[src/rtl/mips_pkg.sv]
// Shared definitions for the multi-cycle MIPS-lite core: opcodes, functs,
// ALU operations, FSM states and a legality decoder.
package mips_pkg;

   localparam logic [5:0] OP_RTYPE = 6'h00;
   localparam logic [5:0] OP_J     = 6'h02;
   localparam logic [5:0] OP_JAL   = 6'h03;
   localparam logic [5:0] OP_BEQ   = 6'h04;
   localparam logic [5:0] OP_ADDIU = 6'h09;
   localparam logic [5:0] OP_ORI   = 6'h0D;
   localparam logic [5:0] OP_LUI   = 6'h0F;
   localparam logic [5:0] OP_LW    = 6'h23;
   localparam logic [5:0] OP_SW    = 6'h2B;

   localparam logic [5:0] F_JR      = 6'h08;
   localparam logic [5:0] F_SYSCALL = 6'h0C;
   localparam logic [5:0] F_ADDU    = 6'h21;
   localparam logic [5:0] F_SUBU    = 6'h23;
   localparam logic [5:0] F_SLT     = 6'h2A;

   typedef enum logic [2:0] {ALU_ADD, ALU_SUB, ALU_SLT, ALU_OR, ALU_LUI} alu_op_t;

   typedef enum logic [2:0] {S_FETCH, S_DECODE, S_EXEC, S_MEM, S_WB, S_HALT} state_t;

   // True for every opcode/funct pair the core implements (syscall included).
   function automatic logic is_legal(input logic [31:0] ir);
      logic ok;
      ok = 1'b0;
      case (ir[31:26])
         OP_RTYPE: ok = (ir[5:0] == F_ADDU) || (ir[5:0] == F_SUBU) || (ir[5:0] == F_SLT) ||
                        (ir[5:0] == F_JR)   || (ir[5:0] == F_SYSCALL);
         OP_J, OP_JAL, OP_BEQ, OP_ADDIU, OP_ORI, OP_LUI, OP_LW, OP_SW: ok = 1'b1;
         default: ok = 1'b0;
      endcase
      return ok;
   endfunction

endpackage

[src/rtl/mips_mc_regfile.sv]
// 32x32 register file: two asynchronous reads, one synchronous write.
// Entry 0 is cleared by reset and never written, so $0 always reads zero.
module mips_mc_regfile (
   input  logic        clk,
   input  logic        rst_n,
   input  logic [4:0]  raddr1_i,
   input  logic [4:0]  raddr2_i,
   output logic [31:0] rdata1_o,
   output logic [31:0] rdata2_o,
   input  logic        we_i,
   input  logic [4:0]  waddr_i,
   input  logic [31:0] wdata_i
);

   logic [31:0] regs_q [0:31];

   // Register storage: cleared on reset, writes to $0 dropped.
   always_ff @(posedge clk or negedge rst_n) begin
      if (!rst_n) begin
         for (int i = 0; i < 32; i++) regs_q[i] <= '0;
      end else if (we_i && (waddr_i != 5'd0)) begin
         regs_q[waddr_i] <= wdata_i;
      end
   end

   assign rdata1_o = regs_q[raddr1_i];
   assign rdata2_o = regs_q[raddr2_i];

endmodule

[src/rtl/mips_multicycle_core.sv]
// Multi-cycle MIPS-lite core. One FSM sequences FETCH/DECODE/EXEC/MEM/WB over
// a shared ALU and a single req/ready memory port that tolerates wait states.
module mips_multicycle_core
   import mips_pkg::*;
#(
   parameter logic [31:0] RESET_PC        = 32'h0000_3000,
   parameter int          ADDR_W          = 32,
   parameter bit          HALT_ON_ILLEGAL = 1'b1
) (
   input  logic              clk,
   input  logic              rst_n,
   output logic              mem_req,
   output logic              mem_we,
   output logic [ADDR_W-1:0] mem_addr,
   output logic [31:0]       mem_wdata,
   input  logic [31:0]       mem_rdata,
   input  logic              mem_ready,
   output logic              retire,
   output logic [31:0]       pc_o,
   output logic              halt,
   output logic              err
);

   state_t      state_q, state_d;
   logic        started_q, started_d;   // holds off the first request until reset has released
   logic [31:0] pc_q, pc_d;
   logic [31:0] pc4_q, pc4_d;
   logic [31:0] ir_q, ir_d;
   logic [31:0] a_q, a_d;
   logic [31:0] b_q, b_d;
   logic [31:0] tgt_q, tgt_d;
   logic [31:0] alu_q, alu_d;           // ALU result, doubles as the lw/sw address
   logic [31:0] mdr_q, mdr_d;
   logic        err_q, err_d;

   logic [5:0]  op, funct;
   logic [4:0]  rs, rt, rd;
   logic [15:0] imm;
   logic [31:0] rf_rdata1, rf_rdata2, rf_wdata;
   logic [4:0]  rf_waddr;
   logic        rf_we;
   alu_op_t     alu_op;
   logic [31:0] alu_b, alu_res;
   logic        xfer;

   assign op    = ir_q[31:26];
   assign rs    = ir_q[25:21];
   assign rt    = ir_q[20:16];
   assign rd    = ir_q[15:11];
   assign imm   = ir_q[15:0];
   assign funct = ir_q[5:0];

   mips_mc_regfile u_rf (
      .clk      (clk),
      .rst_n    (rst_n),
      .raddr1_i (rs),
      .raddr2_i (rt),
      .rdata1_o (rf_rdata1),
      .rdata2_o (rf_rdata2),
      .we_i     (rf_we),
      .waddr_i  (rf_waddr),
      .wdata_i  (rf_wdata)
   );

   // The bus is driven straight from registered state, so address/data stay
   // put for the whole wait; reset clears started_q and drops mem_req at once.
   assign mem_req   = started_q && ((state_q == S_FETCH) || (state_q == S_MEM));
   assign mem_we    = (state_q == S_MEM) && (op == OP_SW);
   assign mem_addr  = (state_q == S_MEM) ? alu_q[ADDR_W-1:0] : pc_q[ADDR_W-1:0];
   assign mem_wdata = b_q;
   assign xfer      = mem_req && mem_ready;
   assign pc_o      = pc_q;
   assign halt      = (state_q == S_HALT);
   assign err       = err_q;

   // ALU operand select and operation.
   always_comb begin
      alu_op = ALU_ADD;
      alu_b  = {{16{imm[15]}}, imm};
      case (op)
         OP_RTYPE: begin
            alu_b = b_q;
            case (funct)
               F_SUBU:  alu_op = ALU_SUB;
               F_SLT:   alu_op = ALU_SLT;
               default: alu_op = ALU_ADD;
            endcase
         end
         OP_ORI: begin
            alu_op = ALU_OR;
            alu_b  = {16'h0000, imm};
         end
         OP_LUI:  alu_op = ALU_LUI;
         default: alu_op = ALU_ADD;
      endcase
      alu_res = a_q + alu_b;
      case (alu_op)
         ALU_SUB: alu_res = a_q - alu_b;
         ALU_SLT: alu_res = {31'd0, $signed(a_q) < $signed(alu_b)};
         ALU_OR:  alu_res = a_q | alu_b;
         ALU_LUI: alu_res = {imm, 16'h0000};
         default: alu_res = a_q + alu_b;
      endcase
   end

   // Next-state, datapath register updates, register write and retire pulse.
   always_comb begin
      state_d   = state_q;
      started_d = 1'b1;
      pc_d      = pc_q;
      pc4_d     = pc4_q;
      ir_d      = ir_q;
      a_d       = a_q;
      b_d       = b_q;
      tgt_d     = tgt_q;
      alu_d     = alu_q;
      mdr_d     = mdr_q;
      err_d     = err_q;
      rf_we     = 1'b0;
      rf_waddr  = 5'd0;
      rf_wdata  = 32'd0;
      retire    = 1'b0;
      case (state_q)
         S_FETCH: begin
            if (xfer) begin
               ir_d    = mem_rdata;
               pc4_d   = pc_q + 32'd4;
               state_d = S_DECODE;
            end
         end
         S_DECODE: begin
            a_d   = rf_rdata1;
            b_d   = rf_rdata2;
            tgt_d = pc4_q + {{14{imm[15]}}, imm, 2'b00};
            if (!is_legal(ir_q)) begin
               if (HALT_ON_ILLEGAL) begin
                  err_d   = 1'b1;
                  state_d = S_HALT;
               end else begin
                  retire  = 1'b1;
                  pc_d    = pc4_q;
                  state_d = S_FETCH;
               end
            end else if ((op == OP_RTYPE) && (funct == F_SYSCALL)) begin
               state_d = S_HALT;
            end else begin
               state_d = S_EXEC;
            end
         end
         S_EXEC: begin
            alu_d = alu_res;
            case (op)
               OP_BEQ: begin
                  pc_d    = (a_q == b_q) ? tgt_q : pc4_q;
                  retire  = 1'b1;
                  state_d = S_FETCH;
               end
               OP_J, OP_JAL: begin
                  pc_d    = {pc4_q[31:28], ir_q[25:0], 2'b00};
                  retire  = 1'b1;
                  state_d = S_FETCH;
                  if (op == OP_JAL) begin
                     rf_we    = 1'b1;
                     rf_waddr = 5'd31;
                     rf_wdata = pc4_q;
                  end
               end
               OP_LW, OP_SW: begin
                  if (alu_res[1:0] != 2'b00) begin
                     err_d   = 1'b1;
                     state_d = S_HALT;
                  end else begin
                     state_d = S_MEM;
                  end
               end
               default: begin
                  if ((op == OP_RTYPE) && (funct == F_JR)) begin
                     pc_d    = a_q;
                     retire  = 1'b1;
                     state_d = S_FETCH;
                  end else begin
                     state_d = S_WB;
                  end
               end
            endcase
         end
         S_MEM: begin
            if (xfer) begin
               if (op == OP_LW) begin
                  mdr_d   = mem_rdata;
                  state_d = S_WB;
               end else begin
                  retire  = 1'b1;
                  pc_d    = pc4_q;
                  state_d = S_FETCH;
               end
            end
         end
         S_WB: begin
            rf_we    = 1'b1;
            rf_waddr = (op == OP_RTYPE) ? rd : rt;
            rf_wdata = (op == OP_LW) ? mdr_q : alu_q;
            retire   = 1'b1;
            pc_d     = pc4_q;
            state_d  = S_FETCH;
         end
         S_HALT: state_d = S_HALT;
         default: state_d = S_FETCH;
      endcase
   end

   // State and datapath registers.
   always_ff @(posedge clk or negedge rst_n) begin
      if (!rst_n) begin
         state_q   <= S_FETCH;
         started_q <= 1'b0;
         pc_q      <= RESET_PC;
         pc4_q     <= '0;
         ir_q      <= '0;
         a_q       <= '0;
         b_q       <= '0;
         tgt_q     <= '0;
         alu_q     <= '0;
         mdr_q     <= '0;
         err_q     <= 1'b0;
      end else begin
         state_q   <= state_d;
         started_q <= started_d;
         pc_q      <= pc_d;
         pc4_q     <= pc4_d;
         ir_q      <= ir_d;
         a_q       <= a_d;
         b_q       <= b_d;
         tgt_q     <= tgt_d;
         alu_q     <= alu_d;
         mdr_q     <= mdr_d;
         err_q     <= err_d;
      end
   end

endmodule

[config.mk]
export PLATFORM = sky130hd
export DESIGN_NAME = mips_multicycle_core
export DESIGN_NICKNAME = d
export VERILOG_FILES = /design/src/rtl/mips_pkg.sv /design/src/rtl/mips_mc_regfile.sv /design/src/rtl/mips_multicycle_core.sv
export SDC_FILE = /design/constraint.sdc
export NUM_CORES = 2
export LEC_CHECK = 0
export ABC_CLOCK_PERIOD_IN_PS = 4300
export CAP_MARGIN = 20
export CORE_MARGIN = 10
export CORE_UTILIZATION = 40
export CTS_CLUSTER_SIZE = 28
export DETAILED_ROUTE_END_ITERATION = 16
export GPL_ROUTABILITY_DRIVEN = 0
export PLACE_DENSITY = 0.53
export SYNTH_ARGS = -nofsm -noshare
export SYNTH_HDL_FRONTEND = slang
export SYNTH_SLANG_ARGS = --single-unit
[constraint.sdc]
create_clock -name clk -period 4.3 [get_ports clk]
set_input_delay 0.86 -clock clk [delete_from_list [all_inputs] [get_ports clk]]
set_output_delay 0.86 -clock clk [all_outputs]
set_load 0.02 [all_outputs]
==> results.txt <==
----------------------------------------------------
[Outcome]
  Run status ... completed

[Yosys]
  Mapped cell area ... 0.0702 sq mm
  Register bit total from synthesis ... 1285
  Gate count of the mapped netlist ... 6500
  Synth top area share ... 45.8%
  Avg Inst Size Synth ... 10.8 sq um
  Fraction of the yosys area taken by sequential cells ... 45.8%
  Post-synthesis cell type with the largest combined area ... sky130_fd_sc_hd__dfrtp_1
  Synthesized Nets ... 6664
  Top_reg_cell synth ... sky130_fd_sc_hd__dfrtp_1
  Most area-consuming cells after synthesis ... sky130_fd_sc_hd__dfrtp_1 46%, sky130_fd_sc_hd__mux4_2 21%, sky130_fd_sc_hd__o21ai_0 5.4%, sky130_fd_sc_hd__nand2_1 5.2%, sky130_fd_sc_hd__a21oi_1 4.4%
  Post-synth cell types ... 90
  Most frequently used cell type in the post-synthesis netlist ... sky130_fd_sc_hd__dfrtp_1
  Count of synthesis-stage warnings from yosys ... 0
  EDFF count, synth ... 0
  Most frequent cells after synthesis ... 1283 x sky130_fd_sc_hd__dfrtp_1, 968 x sky130_fd_sc_hd__nand2_1, 759 x sky130_fd_sc_hd__o21ai_0
  Post-synth ARST share ... 100%

[STA]
  Worst Max-Slew Pin Slew ... 1.11 ns
  Final critical delay including setup and external delays ... 4.19 ns
  Max-slew violation count ... 0
  Highest clock frequency the design can meet ... 238 MHz
  Final hold slack ... 0.0330 ns
  Count of endpoints failing setup in the final report ... 0
  Fin Setup TNS ... 0 ns
  Portion of the clock cycle consumed by the worst path in the final layout ... 97.5%
  Final Hold Fails ... 0
  Worst slew margin relative to its limit ... 26.3%
  RSZ-0062 raised after global routing ... true
  Worst-case clock skew ... 0.0522 ns

[CTS]
  Max clock buf depth ... 3
  Clock transition at the registers of the reported paths ... 0.06 ns
  Total of hold buffers inserted after clock tree synthesis ... 0
  Count of H-tree levels built during CTS ... 4
  Inserted Clock Buffers ... 146
  Clock sink total ... 1285
  Insertion delay to the later sink of the worst-skew pair ... 0.84 ns
  CTS tree ... built
  Clock tree root driver cell ... sky130_fd_sc_hd__clkbuf_16

[Detailed routing]
  Residual DRC count ... 0
  Remaining number of nets flagged by the antenna check after routing ... 0
  Total Routed Length ... 246000 microns
  DRC marker count from the first detailed-route iteration ... 4881
  Number of optimization iterations in the first detailed-route pass ... 8
  Number of vias after detailed routing ... 52777
  Vias per cell ... 5.93
  Average routed wire per standard cell ... 27.6 microns

[Finish]
  Share of post-route cells with drive strength above 1 ... 20.8%
  Combined flip-flop and latch cell area ... 0.0322 sq mm
  Combined area of the multi-input logic cells ... 0.0358 sq mm
  Layout Cells excl Fill ... 8900
  Count of filler cells inserted in the layout ... 16085
  Number of nets in the final layout ... 6618
  Synth-to-layout area growth ... 14.8%

[Placed design]
  Placed Instances ... 8624
  HPWL after detailed placement ... 160000 microns
  Port bufs ... 135

[Global routing]
  Global route total overflow ... 0
  Pin count of the biggest net entering global routing ... 124
  First-pass GRT wire length ... 364000 microns
  Vias in the first global route ... 52843
  Antenna violations before repair ... 4
  Overall global routing resource usage ... 25.2%

[Floorplanning]
  Die height ... 439 microns
  Area of the die ... 0.193 sq mm
  Chip Width ... 439 microns
  IO Pins ... 136
  Num rows ... 153
  Core Area ... 0.174 sq mm
  Initial standard-cell utilization of the core ... 40.3%

[Setup path]
  Element type at the critical path end ... flop
  Path type of the worst setup path ... flop to flop
  Count of buffering cells on the critical path with inverters included ... 4
  Cells traversed along the worst timing path ... nor3_4 > and2_4 > buf_12 > nand2_1 > nand2_1 > inv_1 > ha_1 > o211ai_1 > a21oi_2 > o41a_1 > a211oi_2 > buf_4 > a211oi_2 > o41ai_2 > buf_4 > o21ai_0 > a221oi_1 > o21ai_0
  Largest incremental delay on the critical path ... 0.44 ns
  Required time at the endpoint of the critical path ... 4.95 ns
  Family with the most delay on the worst path ... compound AO/OA/AOI/OAI gates
  Arrival time of the worst setup path ... 4.84 ns
  Cell at the slowest stage of the critical path ... sky130_fd_sc_hd__o41ai_2
  Crit path launch type ... flop
  Maximum fanout along the worst path ... 10

[Power]
  Power density normalized to cell area ... 318 mW/mm^2
  Peak supply drop ... 475 uV
  Internal Pwr Total ... 19900 uW
  Switching Fraction ... 22.4%
  Flop pwr share ... 47.2%
  Clk network pwr share ... 51.6%
  Switching power summed over all nets ... 5740 uW
  Total Power ... 25600 uW
  Static Leakage ... 0.0337 uW
  Proportion of power drawn by combinational gates ... 1.2%

[Job]
  Count of max-cap constraint violations ... 0

[Worst hold path]
  Worst min path class ... input pin to async pin

----------------------------------------------------
[final cells by class]
cell class,instances,area share [%]
clock buffer,207,5.36
antenna,6,0.0186
inverter,108,0.503
timing repair buffer,418,5.22
clock inverter,56,0.885
multi-input combinational,4495,44.4
sequential,1285,40.0
tap,2325,3.61
[per-stage QoR]
stage | cell area [sq um] | util (%) | setup slack, ns
global placement | 75400 | 43.3 | -0.00339
detailed placement | 75400 | 43.3 | -0.0212
CTS | 80400 | 46.2 | 0.0290
finish | 80600 | 46.3 | 0.106
global route | 80600 | 46.2 | -0.0269
floorplan | 70200 | - | 0.157
[cells in the final DEF, fill, tap and decap left out, types with 107 or more instances in the layout]
| master | instances |
|---|---|
| sky130_fd_sc_hd__mux4_2 | 640 |
| sky130_fd_sc_hd__ha_1 | 126 |
| sky130_fd_sc_hd__dfrtp_1 | 1271 |
| sky130_fd_sc_hd__clkbuf_16 | 150 |
| sky130_fd_sc_hd__buf_4 | 225 |
| sky130_fd_sc_hd__clkdlybuf4s50_1 | 133 |
| sky130_fd_sc_hd__a21oi_1 | 579 |
| sky130_fd_sc_hd__mux2i_1 | 107 |
| sky130_fd_sc_hd__nor2_1 | 627 |
| sky130_fd_sc_hd__nand2_1 | 951 |
| sky130_fd_sc_hd__o21ai_0 | 759 |
[power by group through the flow]
stage	clock (uW)	combinational (uW)	sequential, uW
2_1_floorplan	0	0.716	12300
3_3_place_gp	0	335	12300
3_5_place_dp	0	335	12300
4_1_cts	13400	336	12100
5_1_grt	13900	367	12100
6_report	13200	319	12100
[worst paths after layout]
path                                    from           endpoint  slack [ns]  cells after the start
hold reg to reg            u_rf.regs_q[1005]  u_rf.regs_q[1005]        0.39                      0
max in group asynchronous              rst_n   u_rf.regs_q[863]        2.99                      2
setup / recovery                    ir_q[28]          alu_q[18]        0.11                     18
min in group clk           u_rf.regs_q[1005]  u_rf.regs_q[1005]        0.39                      0
setup reg to reg                    ir_q[28]          alu_q[18]        0.11                     18
hold / removal                         rst_n    u_rf.regs_q[39]        0.03                      1
[registers in the layout (all words and copies together), names as in the netlist, 3 cells and up]
register and count:
pc4_q 32, u_rf.regs_q 1024, a_q 32, tgt_q 32, state_q 3, pc_o 32
mdr_q 32, mem_wdata 32, alu_q 32, ir_q 32
[worst reg2reg max path, stage by stage, from the launching register on]
cell                       delay, ns
sky130_fd_sc_hd__dfrtp_2        0.43
sky130_fd_sc_hd__nor3_4         0.19
sky130_fd_sc_hd__and2_4         0.25
sky130_fd_sc_hd__buf_12         0.16
sky130_fd_sc_hd__nand2_1        0.06
sky130_fd_sc_hd__nand2_1        0.10
sky130_fd_sc_hd__inv_1          0.07
sky130_fd_sc_hd__ha_1           0.41
sky130_fd_sc_hd__o211ai_1       0.26
sky130_fd_sc_hd__a21oi_2        0.06
sky130_fd_sc_hd__o41a_1         0.38
sky130_fd_sc_hd__a211oi_2       0.26
sky130_fd_sc_hd__buf_4          0.20
sky130_fd_sc_hd__a211oi_2       0.08
sky130_fd_sc_hd__o41ai_2        0.44
sky130_fd_sc_hd__buf_4          0.19
sky130_fd_sc_hd__o21ai_0        0.06
sky130_fd_sc_hd__a221oi_1       0.31
sky130_fd_sc_hd__o21ai_0        0.12
[logic make-up after synthesis]
kind of cell	Yosys count	synth area share, %
simple gates	1806	10.4
compound gates	1631	12.8
flops	1285	45.8
mux	812	23.1
buf+inv	720	3.99
fa+ha+maj	129	2.33
xor+xnor	116	1.45
other cells	1	0.00535
[routing by layer]
metal | routed length (microns) | up-vias | share of wire [%] | global-route usage, %
met5 | 0 | - | 0 | 0
met4 | 8510 | 0 | 3.5 | 8.25
met3 | 15900 | 438 | 6.5 | 3.81
met2 | 116000 | 1973 | 47 | 40.9
met1 | 105000 | 27061 | 43 | 34.6
li1 | - | 23305 | - | -
[repair_timing]
item                       CTS  global route
buffers inserted             0             7
setup endpoints to repair    3            11
hold endpoints to repair     0             0
gates resized for setup      8            14
pin swaps                    0             7
Power figures use the tool's default switching activity.
